$ cat config.mk
export PLATFORM = sky130hd
export DESIGN_NAME = lv_efuse_load_ctrl
export DESIGN_NICKNAME = d
export VERILOG_FILES = /design/src/rtl/lv_efuse_load_ctrl_pkg.sv /design/src/rtl/lv_efuse_load_ctrl.sv
export VERILOG_INCLUDE_DIRS = /design/src /design/src/rtl
export SDC_FILE = /design/constraint.sdc
export NUM_CORES = 1
export LEC_CHECK = 0
export CORE_UTILIZATION = 51
export CTS_CLUSTER_SIZE = 30
export DETAILED_ROUTE_END_ITERATION = 6
export DONT_BUFFER_PORTS = 1
export HOLD_SLACK_MARGIN = 0.12
export PLACE_DENSITY = 0.66
export SKIP_CTS_REPAIR_TIMING = 1
export SYNTH_ARGS = -nofsm -noshare
export SYNTH_HDL_FRONTEND = slang
export SYNTH_SLANG_ARGS = --single-unit
$ cat constraint.sdc
create_clock -name i_clk -period 5.1 [get_ports i_clk]
set_clock_uncertainty 0.2 [all_clocks]
set_input_delay 1.275 -clock i_clk [delete_from_list [all_inputs] [get_ports i_clk]]
set_output_delay 1.275 -clock i_clk [all_outputs]
set_load 0.02 [all_outputs]
$ cat src/rtl/lv_param.svh
// Shared LV-domain parameter defaults.
// EFUSE_* : efuse loader geometry and macro access timing.
// EFUSE_FSM_ST_W : encoding width of the efuse loader state register.
`ifndef LV_PARAM_SVH
`define LV_PARAM_SVH

`define EFUSE_WORD_NUM     8
`define EFUSE_DATA_W       8
`define EFUSE_ADDR_W       3
`define EFUSE_SETUP_CYC    2
`define EFUSE_RD_PULSE_CYC 4
`define EFUSE_FSM_ST_W     3

`endif

$ cat src/rtl/lv_efuse_load_ctrl_pkg.sv
// Types shared by the efuse load controller.
// efuse_st_e : loader FSM state encoding.
`include "lv_param.svh"

package lv_efuse_load_ctrl_pkg;

  typedef enum logic [`EFUSE_FSM_ST_W-1:0] {
    IDLE   = 3'd0,
    SETUP  = 3'd1,
    STROBE = 3'd2,
    WRITE  = 3'd3,
    CHECK  = 3'd4,
    DONE   = 3'd5
  } efuse_st_e;

endpackage

$ cat src/rtl/lv_efuse_load_ctrl.sv
// Efuse load controller: on a permitted load request, reads every efuse word
// through the macro (csb setup, then read strobe), writes all data words to
// the register file and checks the XOR of the data words against the last
// (checksum) word.
// Ports:
//   i_clk, i_rst_n          clock, async active-low reset
//   i_efuse_load_req        level load request
//   i_efuse_ctrl_reg_en     load permission, low aborts
//   o_efuse_load_done       one-cycle completion pulse
//   o_efuse_csb/strobe/addr efuse macro access, i_efuse_dout read data
//   o_efuse_reg_wr_en/addr/wdata  register-file write port
//   o_efuse_vld/chk_err     checksum result levels
`include "lv_param.svh"

module lv_efuse_load_ctrl
  import lv_efuse_load_ctrl_pkg::*;
#(
  parameter int EFUSE_WORD_NUM     = `EFUSE_WORD_NUM,
  parameter int EFUSE_DATA_W       = `EFUSE_DATA_W,
  parameter int EFUSE_ADDR_W       = `EFUSE_ADDR_W,
  parameter int EFUSE_SETUP_CYC    = `EFUSE_SETUP_CYC,
  parameter int EFUSE_RD_PULSE_CYC = `EFUSE_RD_PULSE_CYC
) (
  input  logic                    i_clk,
  input  logic                    i_rst_n,
  input  logic                    i_efuse_load_req,
  input  logic                    i_efuse_ctrl_reg_en,
  output logic                    o_efuse_load_done,
  output logic                    o_efuse_csb,
  output logic                    o_efuse_strobe,
  output logic [EFUSE_ADDR_W-1:0] o_efuse_addr,
  input  logic [EFUSE_DATA_W-1:0] i_efuse_dout,
  output logic                    o_efuse_reg_wr_en,
  output logic [EFUSE_ADDR_W-1:0] o_efuse_reg_addr,
  output logic [EFUSE_DATA_W-1:0] o_efuse_reg_wdata,
  output logic                    o_efuse_vld,
  output logic                    o_efuse_chk_err
);

  localparam int PH_MAX = (EFUSE_SETUP_CYC > EFUSE_RD_PULSE_CYC) ?
                          EFUSE_SETUP_CYC : EFUSE_RD_PULSE_CYC;
  localparam int PH_W   = $clog2(PH_MAX + 1);
  localparam logic [EFUSE_ADDR_W-1:0] LAST_ADDR = EFUSE_ADDR_W'(EFUSE_WORD_NUM - 1);

  efuse_st_e               st, st_nxt;
  logic [EFUSE_ADDR_W-1:0] addr;
  logic [EFUSE_DATA_W-1:0] cap;   // last word read from the macro
  logic [EFUSE_DATA_W-1:0] acc;   // running XOR of data words
  logic [PH_W-1:0]         ph_cnt;
  logic                    vld, chk_err;

  logic at_last, setup_end, strobe_end, start, abort;

  assign at_last    = (addr == LAST_ADDR);
  assign setup_end  = (ph_cnt == PH_W'(EFUSE_SETUP_CYC - 1));
  assign strobe_end = (ph_cnt == PH_W'(EFUSE_RD_PULSE_CYC - 1));
  assign start      = (st == IDLE) && i_efuse_load_req && i_efuse_ctrl_reg_en;
  assign abort      = (st != IDLE) && !i_efuse_ctrl_reg_en;

  always_comb begin
    st_nxt = st;
    case (st)
      IDLE:    if (start) st_nxt = SETUP;
      SETUP:   if (setup_end) st_nxt = STROBE;
      STROBE:  if (strobe_end) st_nxt = WRITE;
      WRITE:   st_nxt = at_last ? CHECK : SETUP;
      CHECK:   st_nxt = DONE;
      DONE:    st_nxt = IDLE;
      default: st_nxt = IDLE;
    endcase
    // Permission loss wins over every in-flight transition.
    if (abort) st_nxt = IDLE;
  end

  always_ff @(posedge i_clk or negedge i_rst_n) begin
    if (!i_rst_n) begin
      st      <= IDLE;
      addr    <= '0;
      cap     <= '0;
      acc     <= '0;
      ph_cnt  <= '0;
      vld     <= 1'b0;
      chk_err <= 1'b0;
    end else begin
      st <= st_nxt;
      if (start) begin
        addr    <= '0;
        acc     <= '0;
        ph_cnt  <= '0;
        vld     <= 1'b0;
        chk_err <= 1'b0;
      end else if (abort) begin
        // Freeze datapath; vld/chk_err remain as cleared at load start.
        ph_cnt <= '0;
      end else begin
        case (st)
          SETUP:  ph_cnt <= setup_end ? '0 : ph_cnt + PH_W'(1);
          STROBE: begin
            if (strobe_end) begin
              cap    <= i_efuse_dout;
              ph_cnt <= '0;
            end else begin
              ph_cnt <= ph_cnt + PH_W'(1);
            end
          end
          WRITE: begin
            // The checksum word is neither written nor accumulated, and the
            // address stops at the last word.
            if (!at_last) begin
              acc  <= acc ^ cap;
              addr <= addr + EFUSE_ADDR_W'(1);
            end
          end
          CHECK: begin
            vld     <= (acc == cap);
            chk_err <= (acc != cap);
          end
          default: ;
        endcase
      end
    end
  end

  assign o_efuse_csb       = !((st == SETUP) || (st == STROBE) || (st == WRITE));
  assign o_efuse_strobe    = (st == STROBE);
  assign o_efuse_addr      = addr;
  assign o_efuse_reg_wr_en = (st == WRITE) && !at_last;
  assign o_efuse_reg_addr  = addr;
  assign o_efuse_reg_wdata = cap;
  assign o_efuse_load_done = (st == DONE);
  assign o_efuse_vld       = vld;
  assign o_efuse_chk_err   = chk_err;

endmodule

Yosys cells after proc, flatten, opt, wreduce, memory -nomap -nowiden:

Cells that the tools add are included.
Widths: inputs -> output; s select.

* add/sub/neg operators: 2
* order comparisons: 0
* multiplexer cells: 25
* divide/modulo/power cells: 0
* equal/unequal tests: 15
* shifts and indexed selects: 0
* multipliers: 0
* bitwise gates (word level): 3
* reduce and logical (&&, ||, !) cells: 18

Operators with widths (number)
* $mux 3: 13
* $mux 8: 4
* $pmux 3 s5: 1
* $eq 3x2->1 const B: 3
* $eq 3x3->1 const B: 3
* $eq 8x8->1: 1
* $ne 8x8->1: 1
* $xor 8x8->8: 1
* $add 3x1->3 const B: 2
* $eq 3x1->1 const B: 2
* $mux 1: 6
* $ne 3x3->1 const B: 2
* $pmux 3 s2: 1
* $reduce_and 3->1: 2
* $logic_and 1x1->1: 4
* $reduce_and 4->1: 1
* $reduce_bool 2->1: 2
* $reduce_bool 4->1: 1
* $logic_not 1->1: 3
* $logic_not 3->1: 1
* $ne 3x1->1 const B: 1
* $reduce_bool 3->1: 1
* $logic_or 1x1->1: 2
* $ne 2x1->1 const B: 1
* 3 further kinds: 4

* output and inout port bits: 20
* bits in latches: 0
* ROM bits: 0
* bits of input ports: 12
* word-level logic and storage cells: 70
* register bits: 27
* memories: 0
* bits in writable memories: 0

Longest topological paths before layout:

Gate-level depths: netlist of the first run.

* depth after elaboration: 6
* mapped depth: 7
* gate-level depth less buffers: 6

Least setup slack after synthesis of the first run:

No wires, ideal clock.

* path type: register to output
* start point: register addr[0], in the netlist o_efuse_addr[0]
* end point: output port o_efuse_reg_wr_en
* setup slack: 2.184 ns
* stages on the path, launching flop included: 4
* path buffers: 0
* arrival: 1.441 ns
* required time: 3.625 ns
* cells stage by stage: dfrtp_1 > ha_1 > ha_1 > nor3_1

* longest elaborated chain between the ends: 3

Ends and longest elaborated chain
* from (decl): line lv_efuse_load_ctrl.sv:46 `logic [EFUSE_ADDR_W-1:0] addr;`
* from (signal assigned): line lv_efuse_load_ctrl.sv:111 `addr <= addr + EFUSE_ADDR_W'(1);`
* $eq 3x3->1: line lv_efuse_load_ctrl.sv:54 `assign at_last = (addr == LAST_ADDR);`
* $logic_not 1->1: line lv_efuse_load_ctrl.sv:127 `assign o_efuse_reg_wr_en = (st == WRITE) && !at_last;`
* $logic_and 1x1->1: line lv_efuse_load_ctrl.sv:127
* to (decl): line lv_efuse_load_ctrl.sv:33 `output logic o_efuse_reg_wr_en,`

No other way between the ends.

Worst setup path after layout of the first run:

Same ends and word-level chain as after synthesis.

==> qor.txt, run 1 <==
failing checks: design-rule violations
post-synth top area share: 43.5%
Remaining DRCs: 1
prevailing post-synth register cell: dfrtp_1
Mapped Area: 1550 um^2
Synth cell types: 37
Antenna diodes: 0
largest net degree at the start of global routing: 28
R2R Path Start: o_efuse_addr[0]
Power Internal: 0.291 mW
H-tree levels: 1
CTS Sinks: 27
Comb pwr share: 18.7%
CP startpoint kind: flip-flop
Port Buffers: 0
post-synthesis compound-gate area fraction: 9.03%
Post-DRT Antenna Nets: 0
mux share of post-synthesis cell area: 7.18%
max_cap viols: 0
status: finished with violations
layout cells sized above 1: 12.5%
Routed Wire Length: 2590 um
buffer type at the clock tree root: clkbuf_4
Total Power: 0.431 mW
Critical Path RT: 3.62 ns
Final Setup Violations: 0
largest family of logic cells by synthesized area: simple AND/OR/NAND/NOR gates
register share of total power: 60.1%
die area: 3270 um^2
Crit Path Category: flip-flop to output pin
Tmin final: 3.49 ns
Max Root-Sink Buffers: 2
syn_nets: 167
synth top area cells: dfrtp_1 (44%), nand3b_1 (8.2%), mux2_2 (6.5%), xor2_1 (5.1%), ha_1 (4.8%)
net switching power: 0.140 mW
sequential area share after synthesis: 43.5%
Critical Path Fanout Max: 5
critical path buffer and inverter count: 0
final net count: 163
count of final max-slew check failures: 0
number of synthesized flops with an enable pin: 0
Slew HR: 39.8%
PwrDens: 277 nW/um^2
Worst setup EP type: output pin
simple logic cell fraction of the synthesized area: 24.3%
critical path's largest stage delay: 0.59 ns
most common cell after layout, fill and taps aside: dfrtp_1
switching part of the total power: 32.6%
post-DR wirelength/cell: 14.8 um
via count: 1046
Critical Path Start: o_efuse_addr[0]
crit-path cells: ha_1 -> ha_1 -> nor3_1
die height: 57.2 um
DR pass1 iterations: 6
Final Cycle Share: 68.4%
Area Growth Syn to Fin: 0.161%
Hold Path Origin: ph_cnt[1]
Most Frequent Cell on Critical Path: ha_1
worst skew pair latency: 0.32 ns
ys async rst share: 100%
Iter 0 DRT Violations: 55
Cells after Synth: 149
routed vias/inst: 5.98
Clk pwr share: 21.1%
peak supply drop: 0.172 mV
GRT Overall Usage: 18.4%
Yosys top cell by area: dfrtp_1
hold_ws: 0.353 ns
CP arrival: 2.01 ns
Mean Syn Cell Area: 10.4 um^2
GR Overflow Total: 0
starting density of the core: 54.8%
CTS tree: yes
dpl cell area: 1530 um^2
Max Clock Freq: 287 MHz
initial antenna violation count: 0
Finished Cell Area: 1550 um^2
RSZ-0062 raised after global routing: no
I/O pin cnt: 32
min-delay worst type: flip-flop to flip-flop
YS warnings: 0
count of state elements after synthesis: 27
setup tns final: 0 ns
Least-Margin Pin Slew: 0.896 ns
vias in the first global route: 1051
most frequent cells in the layout: dfrtp_1 (27), nand3b_1 (17), nand2_1 (14)
Post-Synth Adder-Cell Area: 4.84%
Largest delay share family, worst path: simple AND/OR/NAND/NOR gates
count of final hold-check violations: 0
Inserted Clock Buffers: 3
Lkg Pwr: 0.767 nW
slowest CP cell: nor3_1
Clk pin slew, worst setup/hold paths: 0.14 ns
# rows: 19
Synth Area in XOR/XNOR: 5.08%
first-pass GRT wire length: 4640 um
core area: 2830 um^2
Placer Congestion: 0.757
Final HPWL DP: 1850 um
Die W: 57.2 um
## path summary, 6_finish.rpt
| path | end | slack, ns | cells past startpoint |
|---|---|---|---|
| setup / recovery | o_efuse_reg_wr_en | 1.61 | 3 |
| hold / removal | ph_cnt[1] | 0.35 | 2 |
| setup reg to reg | o_efuse_addr[0] | 2.63 | 4 |
| hold reg to reg | ph_cnt[1] | 0.35 | 2 |
| max in group asynchronous | o_efuse_addr[1] | 4.20 | 0 |
| min in group asynchronous | o_efuse_reg_wdata[6] | 0.42 | 0 |
## area by class of cell
| type | instances | area, um^2 |
|---|---|---|
| well taps | 31 | 38.8 |
| inverters | 6 | 22.5 |
| repair buffers | 1 | 7.51 |
| multi-input cells | 106 | 782 |
| fillers | 273 | 1270 |
| flip-flops and latches | 27 | 676 |
| clock buffers | 3 | 22.5 |
| clock inverters | 1 | 5.00 |
## tightest hold or removal path: stages (launching register included)
cell     delay, ns
dfrtp_1       0.40
nand2_1       0.06
o21ai_0       0.07
## flip-flops by register name, indices dropped and copies added, names as in the netlist
register	flops
acc	8
o_efuse_reg_wdata	8
o_efuse_addr	3
ph_cnt	3
st	3
o_efuse_chk_err	1
o_efuse_vld	1
## power by group through the flow
stage / sequential (mW) / combinational (mW) / clock, mW
final: 0.259 / 0.0806 / 0.0911
after CTS: 0.259 / 0.0810 / 0.0966
after global routing: 0.264 / 0.0931 / 0.103
after floorplan: 0.249 / 0.0804 / 0
after global placement: 0.262 / 0.0790 / 0
after detailed placement: 0.263 / 0.0805 / 0
## logic make-up (layout without fill, tap and decap cells)
group           after synthesis  in the layout
compound gates               20             20
mux                          10             10
flops                        27             27
buf+inv                      16             11
simple gates                 61             61
xor+xnor                      9              9
fa+ha+maj                     6              6
## per-stage QoR
step | utilization, % | worst slack (ns) | cells
after floorplan | - | 2.18 | 149
after global placement | 54.0 | 1.97 | 171
after detailed placement | 54.0 | 1.96 | 171
after CTS | 54.9 | 1.58 | 175
after global routing | 54.9 | 1.51 | 175
final | 54.9 | 1.61 | 175
## cell usage after synthesis (3+ instances only)
cell      instances
mux2_2            9
ha_1              6
buf_4             4
nand3_1          10
nor2_1            3
xor2_1            9
nand3b_1         17
o21ai_0           6
buf_2             3
nor2b_1           4
inv_1             6
nand2_1          14
dfrtp_1          27
## layer usage
metal  up-vias  global-route usage, %  share of wire, %
met1       505                   25.1                47
met5         -                      0                 0
li1        516                      -                 -
met3         2                   3.63               4.0
met4         0                   5.23              0.73
met2        23                   29.9                48
Power figures use the tool's default switching activity.
==> inputs of run 2 (changes only) <==
==> constraint.sdc (replaced) <==
create_clock -name i_clk -period 3.51 [get_ports i_clk]
set_clock_uncertainty 0.2 [all_clocks]
set_input_delay 0.8775 -clock i_clk [delete_from_list [all_inputs] [get_ports i_clk]]
set_output_delay 0.8775 -clock i_clk [all_outputs]
set_load 0.02 [all_outputs]
==> qor.txt, run 2 (synthesized netlist as in run 1, its figures left out) <==
Routed Wire Length: 2690 um
Power Internal: 0.426 mW
Tmin final: 3.08 ns
Met3 Routed Length: 96 um
CTS tree: yes
Slew HR: 38.7%
Critical Path Fanout Max: 5
Worst setup EP type: output pin
CP startpoint kind: flip-flop
Max Clock Freq: 325 MHz
Port Buffers: 0
hold_ws: 0.157 ns
Critical Path End: o_efuse_reg_wr_en
Multi-input gate area: 782 um^2
count of final max-slew check failures: 0
Clk pwr share: 20.5%
R2R Path Start: o_efuse_addr[0]
Antenna diodes: 0
max_cap viols: 0
Inserted Clock Buffers: 3
final net count: 164
most common cell after layout, fill and taps aside: dfrtp_1
Final HPWL DP: 1900 um
critical path buffer and inverter count: 0
register share of total power: 59.8%
worst skew pair latency: 0.31 ns
Clk pin slew, worst setup/hold paths: 0.14 ns
Final Setup Violations: 0
critical path's largest stage delay: 0.57 ns
switching part of the total power: 32.5%
H-tree levels: 1
GRT Overall Usage: 18.3%
Remaining DRCs: 2
die height: 57.2 um
DRT met1 WL: 1260 um
peak supply drop: 0.240 mV
Iter 0 DRT Violations: 69
Die W: 57.2 um
Critical Path Start: o_efuse_addr[0]
reg2reg path depth: 4
first-pass GRT wire length: 4700 um
initial antenna violation count: 0
Largest delay share family, worst path: flip-flops
vias in the first global route: 1082
R2R Setup Slk: 1.03 ns
net switching power: 0.205 mW
post-DR wirelength/cell: 15.3 um
Stages on worst setup path: 3
Most Frequent Cell on Critical Path: ha_1
GR Overflow Total: 0
DR pass1 iterations: 6
status: finished with violations
setup tns final: 0 ns
count of final hold-check violations: 0
Post-DRT Antenna Nets: 0
Fill cells: 263
slowest CP cell: dfrtp_1
Critical Path RT: 2.43 ns
top sig layer: met4
core area: 2830 um^2
Routed met2 length: 1320 um
Max Root-Sink Buffers: 2
buffer type at the clock tree root: clkbuf_4
Least-Margin Pin Slew: 0.913 ns
register area: 676 um^2
via count: 1053
die area: 3270 um^2
layout cells sized above 1: 12.4%
PwrDens: 401 nW/um^2
r2r endpoint: o_efuse_addr[0]
# rows: 19
I/O pin cnt: 32
most frequent cells in the layout: dfrtp_1 (27), nand3b_1 (17), nand2_1 (14)
min-delay worst type: primary input to async pin
Crit Path Category: flip-flop to output pin
starting density of the core: 54.8%
failing checks: design-rule violations
CTS Sinks: 27
routed vias/inst: 5.98
RSZ-0062 raised after global routing: no
Lkg Pwr: 0.774 nW
Final Cycle Share: 87.7%
crit-path cells: ha_1 -> ha_1 -> nor3_1
Area Growth Syn to Fin: 1.37%
Comb pwr share: 19.7%
largest net degree at the start of global routing: 28
Placer Congestion: 0.757
CP arrival: 2.00 ns
-- run 2: cell count changes in the layout (fill, tap and decap cells not counted), sizes merged --
cell / delta
clkinv: -1
clkbuf: +1
buf: +1
-- run 2: power groups by stage --
stage / clock (mW) / combinational, mW / sequential [mW]
after detailed placement: 0 / 0.117 / 0.383
after global placement: 0 / 0.114 / 0.381
after CTS: 0.137 / 0.118 / 0.377
final: 0.129 / 0.124 / 0.377
after global routing: 0.148 / 0.146 / 0.383
after floorplan: 0 / 0.117 / 0.362
-- run 2: cell type report --
class | count | area share (%)
clock buffers | 4 | 1.67
flip-flops and latches | 27 | 43.0
repair buffers | 2 | 1.75
inverters | 6 | 1.43
well taps | 31 | 2.47
multi-input cells | 106 | 49.7
-- run 2: per-layer routing --
layer  GRT usage (%)  vias to the layer above
met2            31.8                       18
met4            4.18                        0
met3            2.72                        2
met5               0                        -
li1                -                      517
met1            24.4                      516
-- run 2: worst min-delay path by stage --
stage / start / end / slack, ns / cells past startpoint
after floorplan: ph_cnt[1] / ph_cnt[1] / 0.28 / 2
after global placement: ph_cnt[1] / ph_cnt[1] / 0.30 / 2
after detailed placement: ph_cnt[1] / ph_cnt[1] / 0.32 / 2
final: i_rst_n / st[0] / 0.16 / 1
after global routing: i_rst_n / st[1] / 0.14 / 1
after CTS: i_rst_n / ph_cnt[2] / 0.02 / 0
-- run 2: stage by stage --
| stage | utilization, % | power [mW] | instances | cell area [um^2] | setup WS [ns] |
|---|---|---|---|---|---|
| 2_1_floorplan | - | 0.479 | 149 | 1550 | 0.991 |
| 3_3_place_gp | 54.0 | 0.495 | 171 | 1530 | 0.798 |
| 3_5_place_dp | 54.0 | 0.500 | 171 | 1530 | 0.778 |
| 4_1_cts | 54.9 | 0.631 | 175 | 1550 | 0.405 |
| 5_1_grt | 55.6 | 0.677 | 176 | 1570 | 0.337 |
| 6_report | 55.6 | 0.631 | 176 | 1570 | 0.433 |
==> inputs of run 3 (changes only) <==
--- a/config.mk
+++ b/config.mk
@@ -11,7 +11,7 @@
 export DETAILED_ROUTE_END_ITERATION = 6
 export DONT_BUFFER_PORTS = 1
 export HOLD_SLACK_MARGIN = 0.12
-export PLACE_DENSITY = 0.66
+export PLACE_DENSITY = 0.69
 export SKIP_CTS_REPAIR_TIMING = 1
 export SYNTH_ARGS = -nofsm -noshare
 export SYNTH_HDL_FRONTEND = slang
==> constraint.sdc (replaced) <==
create_clock -name i_clk -period 2.64 [get_ports i_clk]
set_clock_uncertainty 0.2 [all_clocks]
set_input_delay 0.66 -clock i_clk [delete_from_list [all_inputs] [get_ports i_clk]]
set_output_delay 0.66 -clock i_clk [all_outputs]
set_load 0.02 [all_outputs]
==> qor.txt, run 3 (synthesized netlist as in run 1, its figures left out) <==
Lkg Pwr: 0.804 nW
peak supply drop: 0.270 mV
most frequent cells in the layout: dfrtp_1 (27), nand3b_1 (17), nand2_1 (14)
switching part of the total power: 33.3%
CP startpoint kind: flip-flop
post-DR wirelength/cell: 14.8 um
largest net degree at the start of global routing: 28
Tmin final: 2.50 ns
Max Clock Freq: 399 MHz
Area Growth Syn to Fin: 4.68%
net switching power: 0.286 mW
Met3 Routed Length: 139 um
core area: 2830 um^2
Critical Path Start: o_efuse_addr[2]
initial antenna violation count: 0
Routed met2 length: 1330 um
first-pass GRT wire length: 4490 um
setup ws final: 0.136 ns
count of final max-slew check failures: 0
layout cells sized above 1: 15.9%
GRT Overall Usage: 17.6%
Max Root-Sink Buffers: 2
H-tree levels: 1
register area: 676 um^2
Remaining DRCs: 8
Clk pwr share: 21.3%
PwrDens: 529 nW/um^2
max_cap viols: 0
# rows: 19
CTS tree: yes
failing checks: design-rule violations
starting density of the core: 54.8%
Placer Congestion: 0.770
CP arrival: 1.64 ns
Iter 0 DRT Violations: 52
Final HPWL DP: 1930 um
routed vias/inst: 6.03
Fill cells: 267
Critical Path Fanout Max: 5
most common cell after layout, fill and taps aside: dfrtp_1
CTS Sinks: 27
Least-Margin Pin Slew: 0.526 ns
Final Cycle Share: 94.9%
vias in the first global route: 1030
Comb pwr share: 21.5%
DRT met1 WL: 1210 um
R2R Path Start: st[1]
Clk pin slew, worst setup/hold paths: 0.15 ns
RSZ-0062 raised after global routing: no
buffer type at the clock tree root: clkbuf_4
Multi-input gate area: 782 um^2
Place WS: 0.513 ns
Final Setup Violations: 0
Critical Path RT: 1.78 ns
status: finished with violations
setup tns final: 0 ns
Die W: 57.2 um
I/O pin cnt: 32
die area: 3270 um^2
worst skew pair latency: 0.32 ns
Routed Wire Length: 2700 um
Worst setup EP type: output pin
DR pass1 iterations: 6
Antenna diodes: 0
Port Buffers: 0
Inserted Clock Buffers: 3
top sig layer: met4
count of final hold-check violations: 0
Slew HR: 65.0%
Crit Path Category: flip-flop to output pin
register share of total power: 57.2%
die height: 57.2 um
Post-DRT Antenna Nets: 0
GR Overflow Total: 0
Power Internal: 0.573 mW
final net count: 170
min-delay worst type: primary input to flip-flop
via count: 1098
Hold Path Origin: i_efuse_dout[1]
run 3: cell types whose count changed in the layout (fill, tap and decap cells not counted), sizes merged:
cell         delta
clkinvlp        +1
clkbuf          -1
dlygate4sd3     +1
buf             +5
run 3: stage by stage:
step           instances  hold WS [ns]  total power, mW  utilization, %  cell area (um^2)
6_report             182         0.273            0.859            57.4              1620
5_1_grt              182         0.243            0.910            57.4              1620
4_1_cts              180        -0.214            0.858            56.3              1590
3_5_place_dp         176         0.165            0.673            55.3              1560
3_3_place_gp         176         0.165            0.665            55.3              1560
2_1_floorplan        149         0.164            0.637               -              1550
run 3: layer usage:
| layer | vias up | track usage (%) |
|---|---|---|
| met5 | - | 0 |
| li1 | 530 | - |
| met2 | 26 | 29.7 |
| met3 | 2 | 2.72 |
| met1 | 540 | 23.4 |
| met4 | 0 | 5.23 |
run 3: power groups by stage:
stage / registers (mW) / clock network [mW] / logic [mW]
6_report: 0.492 / 0.183 / 0.185
5_1_grt: 0.498 / 0.205 / 0.207
4_1_cts: 0.492 / 0.192 / 0.174
3_5_place_dp: 0.500 / 0 / 0.173
3_3_place_gp: 0.497 / 0 / 0.168
2_1_floorplan: 0.482 / 0 / 0.155
run 3: layout make-up:
type	count	area share, %
Sequential cell	27	41.6
Inverter	6	1.39
Timing Repair Buffer	8	4.62
Clock inverter	1	0.462
Multi-Input combinational cell	106	48.2
Clock buffer	3	1.39
Tap cell	31	2.39
run 3: worst max-delay path, stage by stage (launching register included):
cell	delay, ns
dfrtp_1	0.58
ha_1	0.37
nor3_1	0.21
buf_4	0.17
run 3: final timing paths:
path | endpoint | slack (ns) | depth (start not counted)
worst min-delay path | o_efuse_reg_wdata[1] | 0.27 | 1
min in group asynchronous | st[0] | 0.55 | 2
worst max-delay path | o_efuse_reg_wr_en | 0.14 | 3
max in group asynchronous | o_efuse_reg_wdata[5] | 1.54 | 2
worst max register to register | o_efuse_reg_wdata[7] | 0.63 | 3
worst min register to register | ph_cnt[1] | 0.34 | 2
